==> src/rtl/imba_menu_cursor_ctrl.sv <==
// Menu cursor controller: button edges drive a cursor over a 2x2 box menu and the
// Axis/Grid/Tick display toggles, plus registered per-pixel box/border flags.
// Optional build macro CURSOR_WRAP_EN: cursor moves wrap instead of clamping.
module imba_menu_cursor_ctrl #(
    parameter int BOX_X0       = 320,
    parameter int BOX_Y0       = 256,
    parameter int BOX_W        = 160,
    parameter int BOX_H        = 120,
    parameter int GAP          = 32,
    parameter int BORDER       = 4,
    parameter int FLASH_CYCLES = 1000000
) (
    input  logic        CLK_VGA,
    input  logic        RESET,
    input  logic        MENU_EN,
    input  logic        BTN_U,
    input  logic        BTN_D,
    input  logic        BTN_L,
    input  logic        BTN_R,
    input  logic        BTN_C,
    input  logic [11:0] VGA_HORZ_COORD,
    input  logic [11:0] VGA_VERT_COORD,
    output logic        Axis_On,
    output logic        Grid_On,
    output logic        Tick_On,
    output logic [3:0]  Condition_For_Box,
    output logic        Condition_For_Cursor_Border,
    output logic [1:0]  Cursor_Index
);

    localparam int CW = $clog2(FLASH_CYCLES + 1);
    localparam logic [CW-1:0] FLASH_LOAD = CW'(FLASH_CYCLES);

    // Box bounds: _LO inclusive, _HI exclusive; _BL/_BH are the inner border limits.
    localparam logic [11:0] C0_LO = 12'(BOX_X0);
    localparam logic [11:0] C0_HI = 12'(BOX_X0 + BOX_W);
    localparam logic [11:0] C1_LO = 12'(BOX_X0 + BOX_W + GAP);
    localparam logic [11:0] C1_HI = 12'(BOX_X0 + 2 * BOX_W + GAP);
    localparam logic [11:0] R0_LO = 12'(BOX_Y0);
    localparam logic [11:0] R0_HI = 12'(BOX_Y0 + BOX_H);
    localparam logic [11:0] R1_LO = 12'(BOX_Y0 + BOX_H + GAP);
    localparam logic [11:0] R1_HI = 12'(BOX_Y0 + 2 * BOX_H + GAP);
    localparam logic [11:0] C0_BL = 12'(BOX_X0 + BORDER);
    localparam logic [11:0] C0_BH = 12'(BOX_X0 + BOX_W - BORDER);
    localparam logic [11:0] C1_BL = 12'(BOX_X0 + BOX_W + GAP + BORDER);
    localparam logic [11:0] C1_BH = 12'(BOX_X0 + 2 * BOX_W + GAP - BORDER);
    localparam logic [11:0] R0_BL = 12'(BOX_Y0 + BORDER);
    localparam logic [11:0] R0_BH = 12'(BOX_Y0 + BOX_H - BORDER);
    localparam logic [11:0] R1_BL = 12'(BOX_Y0 + BOX_H + GAP + BORDER);
    localparam logic [11:0] R1_BH = 12'(BOX_Y0 + 2 * BOX_H + GAP - BORDER);

    typedef enum logic [1:0] {
        ST_IDLE    = 2'd0,
        ST_NAV     = 2'd1,
        ST_CONFIRM = 2'd2
    } state_e;

    state_e          state_q, state_d;
    logic [CW-1:0]   cnt_q, cnt_d;
    logic [1:0]      cursor_q, cursor_d;
    logic            axis_q, axis_d;
    logic            grid_q, grid_d;
    logic            tick_q, tick_d;
    logic [4:0]      btn_prev_q;
    logic [4:0]      btn_s;
    logic [4:0]      edge_s;
    logic [3:0]      box_q, box_d;
    logic            border_q, border_d;

    logic [1:0]      in_col_s;
    logic [1:0]      in_row_s;
    logic [3:0]      in_box_s;
    logic [11:0]     cx_bl_s, cx_bh_s, cy_bl_s, cy_bh_s;
    logic            near_edge_s;

    // edges = {U, D, L, R}; only the highest-priority edge moves the cursor
    function automatic logic [1:0] cursor_move(input logic [1:0] cur, input logic [3:0] edges);
        logic [1:0] nxt;
        nxt = cur;
`ifdef CURSOR_WRAP_EN
        if (edges[3] || edges[2]) begin
            nxt[1] = ~cur[1];
        end else if (edges[1] || edges[0]) begin
            nxt[0] = ~cur[0];
        end else begin
            nxt = cur;
        end
`else
        if (edges[3]) begin
            nxt[1] = 1'b0;
        end else if (edges[2]) begin
            nxt[1] = 1'b1;
        end else if (edges[1]) begin
            nxt[0] = 1'b0;
        end else if (edges[0]) begin
            nxt[0] = 1'b1;
        end else begin
            nxt = cur;
        end
`endif
        return nxt;
    endfunction

    assign btn_s  = {BTN_C, BTN_U, BTN_D, BTN_L, BTN_R};
    assign edge_s = btn_s & ~btn_prev_q;

    // Menu FSM, cursor movement and toggle actions
    always_comb begin
        state_d  = state_q;
        cnt_d    = cnt_q;
        cursor_d = cursor_q;
        axis_d   = axis_q;
        grid_d   = grid_q;
        tick_d   = tick_q;
        if (!MENU_EN) begin
            state_d = ST_IDLE;
            cnt_d   = {CW{1'b0}};
        end else begin
            case (state_q)
                ST_IDLE: begin
                    state_d = ST_NAV;
                end
                ST_NAV: begin
                    if (edge_s[4]) begin
                        state_d = ST_CONFIRM;
                        cnt_d   = FLASH_LOAD;
                        case (cursor_q)
                            2'd0:    axis_d = ~axis_q;
                            2'd1:    grid_d = ~grid_q;
                            2'd2:    tick_d = ~tick_q;
                            default: begin
                                axis_d = 1'b0;
                                grid_d = 1'b0;
                                tick_d = 1'b0;
                            end
                        endcase
                    end else begin
                        cursor_d = cursor_move(cursor_q, edge_s[3:0]);
                    end
                end
                ST_CONFIRM: begin
                    if (cnt_q <= CW'(1'b1)) begin
                        state_d = ST_NAV;
                        cnt_d   = {CW{1'b0}};
                    end else begin
                        cnt_d = cnt_q - CW'(1'b1);
                    end
                end
                default: begin
                    state_d = ST_IDLE;
                    cnt_d   = {CW{1'b0}};
                end
            endcase
        end
    end

    // Control state registers
    always_ff @(posedge CLK_VGA) begin
        if (RESET) begin
            state_q    <= ST_IDLE;
            cnt_q      <= {CW{1'b0}};
            cursor_q   <= 2'd0;
            axis_q     <= 1'b1;
            grid_q     <= 1'b0;
            tick_q     <= 1'b0;
            btn_prev_q <= 5'd0;
        end else begin
            state_q    <= state_d;
            cnt_q      <= cnt_d;
            cursor_q   <= cursor_d;
            axis_q     <= axis_d;
            grid_q     <= grid_d;
            tick_q     <= tick_d;
            btn_prev_q <= btn_s;
        end
    end

    // Pixel classification against the box grid and the cursor box border
    always_comb begin
        in_col_s[0] = (VGA_HORZ_COORD >= C0_LO) && (VGA_HORZ_COORD < C0_HI);
        in_col_s[1] = (VGA_HORZ_COORD >= C1_LO) && (VGA_HORZ_COORD < C1_HI);
        in_row_s[0] = (VGA_VERT_COORD >= R0_LO) && (VGA_VERT_COORD < R0_HI);
        in_row_s[1] = (VGA_VERT_COORD >= R1_LO) && (VGA_VERT_COORD < R1_HI);
        in_box_s    = {in_row_s[1] & in_col_s[1], in_row_s[1] & in_col_s[0],
                       in_row_s[0] & in_col_s[1], in_row_s[0] & in_col_s[0]};
        cx_bl_s     = cursor_q[0] ? C1_BL : C0_BL;
        cx_bh_s     = cursor_q[0] ? C1_BH : C0_BH;
        cy_bl_s     = cursor_q[1] ? R1_BL : R0_BL;
        cy_bh_s     = cursor_q[1] ? R1_BH : R0_BH;
        near_edge_s = (VGA_HORZ_COORD < cx_bl_s) || (VGA_HORZ_COORD >= cx_bh_s) ||
                      (VGA_VERT_COORD < cy_bl_s) || (VGA_VERT_COORD >= cy_bh_s);
        border_d    = MENU_EN && in_box_s[cursor_q] && near_edge_s && (state_q != ST_CONFIRM);
        if (MENU_EN) begin
            box_d = in_box_s & {4{~border_d}};
        end else begin
            box_d = 4'd0;
        end
    end

    // Registered pixel flags
    always_ff @(posedge CLK_VGA) begin
        if (RESET) begin
            box_q    <= 4'd0;
            border_q <= 1'b0;
        end else begin
            box_q    <= box_d;
            border_q <= border_d;
        end
    end

    assign Axis_On                     = axis_q;
    assign Grid_On                     = grid_q;
    assign Tick_On                     = tick_q;
    assign Cursor_Index                = cursor_q;
    assign Condition_For_Box           = box_q;
    assign Condition_For_Cursor_Border = border_q;

endmodule
==> config.mk <==
export PLATFORM = sky130hd
export DESIGN_NAME = imba_menu_cursor_ctrl
export DESIGN_NICKNAME = d
export VERILOG_FILES = /design/src/rtl/imba_menu_cursor_ctrl.sv
export SDC_FILE = /design/constraint.sdc
export NUM_CORES = 1
export LEC_CHECK = 0
export ABC_AREA = 1
export CAP_MARGIN = 20
export CELL_PAD_IN_SITES_DETAIL_PLACEMENT = 0
export CELL_PAD_IN_SITES_GLOBAL_PLACEMENT = 2
export CORE_MARGIN = 2
export CORE_UTILIZATION = 31
export CTS_CLUSTER_DIAMETER = 30
export DETAILED_ROUTE_END_ITERATION = 8
export PLACE_DENSITY = 0.82
export SLEW_MARGIN = 10
export SYNTH_ARGS = -nofsm -noshare
export SYNTH_HDL_FRONTEND = slang
export SYNTH_SLANG_ARGS = --single-unit
==> constraint.sdc <==
create_clock -name CLK_VGA -period 2.8 [get_ports CLK_VGA]
set_input_delay 0.56 -clock CLK_VGA [delete_from_list [all_inputs] [get_ports CLK_VGA]]
set_output_delay 0.56 -clock CLK_VGA [all_outputs]
set_load 0.05 [all_outputs]
==> flow_summary_export.csv <==
group,metric,value,unit
yosys,synth-edff-count,0,
routing,drc,0,
placed_design,gp_congestion,0.782,
job,maxCapViolations,0,
clock_network,post-cts-setup-buffers,0,
floorplan,start_util,0.316,
worst_setup_path,slowest_stage,"clkdlybuf4s50_1",
floorplan,die_y,95.1,um
clock_network,clock_latency,0.29,ns
global_route,grt-ovfl-total,0,
worst_setup_path,crit_chain,"clkdlybuf4s50_1",
cells_and_area,diodes,0,
yosys,synth_seq_cells,37,
worst_setup_path,r2r_end,"Condition_For_Box[3]$_SDFF_PP0_",
timing,tightestPinTransition,0.521,ns
timing,final.period_utilization,0.815,
timing,drv_slew,0,
timing,period_needed,2.28,ns
worst_setup_path,startpoint_type,"flip-flop",
worst_hold_path,hold_path_class,"reg -> reg",
placed_design,portBuffers,37,
floorplan,rows,33,
floorplan,io_pins,42,
power_and_ir_drop,vdd_drop_max,0.189,mV
yosys,netlist_instances,392,
routing,via_per_inst,4.45,
global_route,grt_pass1_vias,2309,
global_route,grt_max_degree,20,
routing,route.vias.total,2405,
routing,drtPass1Iterations,4,
clock_network,cts.sinks,37,
cells_and_area,fill_cells,861,
worst_setup_path,critical_path.endpoint_type,"output port",
worst_setup_path,r2r-start,"Cursor_Index[1]$_SDFFE_PP0P_",
floorplan,core,8130,um2
worst_setup_path,cp_data_arrival_time,1.72,ns
floorplan,die-area,9030,um2
placed_design,dpl.cell_count,532,
routing,ant_nets,0,
timing,fin_worst_skew,0.00430,ns
worst_setup_path,critical_path_class,"reg -> out",
timing,hold_violations,0,
yosys,ys_seq_area_frac,0.288,
worst_hold_path,hold_start,"cnt_q[19]$_SDFFE_PP0P_",
yosys,synth_ff_type,"dfxtp_1",
global_route,grt_use_total,0.154,
power_and_ir_drop,power,1.27,mW
routing,first_iter_violations,67,
routing,wire_per_inst,11.6,um
clock_network,clockBufferDepth,2,
yosys,avgSynthCellArea,6.56,um2
timing,max_clock_freq,438,MHz
worst_setup_path,slowest_delay,0.88,ns
placed_design,dp_hpwl,4930,um
timing,fin_tns_setup,0,ns
yosys,synthDistinctLibCells,36,
worst_setup_path,critPathTopFamily,"buffers and inverters",
yosys,synthesis.area,2570,um2
global_route,grt_pass1_wl,11000,um
clock_network,cts-root-buf,"clkbuf_8",
status,status,"finished clean",
cells_and_area,drive_above_1_share,0.103,
clock_network,clkTransAtPathRegs,0.07,ns
worst_setup_path,cp_max_fo,7,
floorplan,die_w,95.1,um
clock_network,ctsResizeCount,0,
worst_setup_path,rr_worst_depth,13,
clock_network,cts_tree,"done",
yosys,async_flop_share,0,
yosys,yosysWarnings,0,
power_and_ir_drop,power.density,401,nW/um2
clock_network,cts_buffers,5,
timing,slew_headroom,0.652,
cells_and_area,final_net_count,486,
power_and_ir_drop,leakage,1.46,nW
worst_setup_path,critical_path_buf_inv_count,1,
cells_and_area,area_growth,23.1,%
worst_hold_path,min_path_cells,2,
worst_setup_path,rrSetupSlack,0.87,ns
worst_setup_path,startpoint,"Cursor_Index[0]$_SDFFE_PP0P_",
timing,rsz0062_at_grt,"false",
timing,finalSetupViolCount,0,
global_route,antenna_found_initial,0,
worst_setup_path,crit_required,2.24,ns
clock_network,hold_buffers,0,
clock_network,htree_levels,2,
worst_hold_path,min_to,"cnt_q[19]$_SDFFE_PP0P_",
routing,wl,6290,um
cells_and_area,layout.cells.non_filler,540,
yosys,synth_nets,444,
## worst max path at each step
stage / cells past startpoint / slack (ns) / endpoint
after floorplan: 10 / 0.74 / Condition_For_Box[0]$_SDFF_PP0_
after global placement: 10 / 0.53 / Condition_For_Box[0]$_SDFF_PP0_
after detailed placement: 10 / 0.51 / Condition_For_Box[3]$_SDFF_PP0_
after CTS: 1 / 0.48 / Cursor_Index[0]
after global routing: 1 / 0.46 / Cursor_Index[0]
final: 1 / 0.52 / Cursor_Index[0]
## synthesized netlist by cell type (6+ instances only)
cell,n,share of area
nand2_1,84,0.12
nor2_1,60,0.088
inv_1,59,0.086
dfxtp_1,37,0.29
nand3_1,28,0.055
ha_1,20,0.097
a21oi_1,18,0.035
nor3_1,9,0.018
o21ai_0,9,0.018
nor3_2,7,0.027
o21ai_1,6,0.012
## cell usage in the layout (no fill, tap or decap), types with 4 or more instances in the layout
| cell | netlist | layout |
|---|---|---|
| a21oi_1 | 18 | 18 |
| clkbuf_8 | 0 | 7 |
| clkdlybuf4s50_1 | 0 | 37 |
| dfxtp_1 | 37 | 37 |
| ha_1 | 20 | 20 |
| inv_1 | 59 | 59 |
| inv_2 | 5 | 5 |
| nand2_1 | 84 | 84 |
| nand2_2 | 5 | 5 |
| nand3_1 | 28 | 28 |
| nand4_1 | 4 | 4 |
| nor2_1 | 60 | 60 |
| nor2_2 | 5 | 5 |
| nor2_4 | 4 | 4 |
| nor3_1 | 9 | 9 |
| nor3_2 | 7 | 7 |
| o21ai_0 | 9 | 9 |
| o21ai_1 | 6 | 6 |
## state kept, by name, indices dropped and copies added (netlist names)
name / flops
Tick_On: 1
Axis_On: 1
state_q: 2
Condition_For_Box: 4
Condition_For_Cursor_Border: 1
cnt_q: 20
btn_prev_q: 5
Cursor_Index: 2
Grid_On: 1
## worst min-delay path, stage by stage, from the launching register on
cell and delay [ns]:
dfxtp_1 0.34, nand2_1 0.07, a21oi_1 0.05
## metal layers
layer	track usage	up-vias	part of all wire
met5	0	-	0
met1	0.210	1049	0.51
met4	0.0217	0	0.0064
met2	0.250	27	0.45
met3	0.0395	4	0.025
li1	-	1325	-
## cell families after synthesis
family,count (synthesis),share of synthesized area
flip-flops,37,0.288
AND/OR/NAND/NOR,220,0.405
XOR/XNOR,3,0.0102
adder cells (fa/ha/maj),20,0.0974
buffers and inverters,69,0.104
AO/OA/AOI/OAI,43,0.0954
## per-stage QoR
| stage | instance area (um2) | hold slack (ns) | setup slack, ns | utilization |
|---|---|---|---|---|
| after floorplan | 2570 | 0.469 | 0.736 | - |
| after global placement | 3060 | 0.488 | 0.531 | 0.377 |
| after detailed placement | 3060 | 0.491 | 0.510 | 0.377 |
| after CTS | 3160 | 0.504 | 0.479 | 0.389 |
| after global routing | 3160 | 0.538 | 0.457 | 0.389 |
| final | 3160 | 0.505 | 0.519 | 0.389 |
## power breakdown
part	leakage, nW	switching, mW	internal [mW]	total [mW]
registers	0.300	0.0109	0.538	0.549
clock network	0.0542	0.205	0.223	0.428
logic	1.11	0.175	0.116	0.291
## final cells by class
class / instances / area (um2) / share of cell area
well taps: 105 / 131 / 0.0415
repair buffers: 39 / 385 / 0.122
clock buffers: 7 / 96.3 / 0.0304
clock inverters: 1 / 5.00 / 0.00158
flip-flops and latches: 37 / 741 / 0.234
multi-input cells: 286 / 1560 / 0.493
inverters: 65 / 244 / 0.0771
No activity file was read; power rests on OpenSTA's default activity.
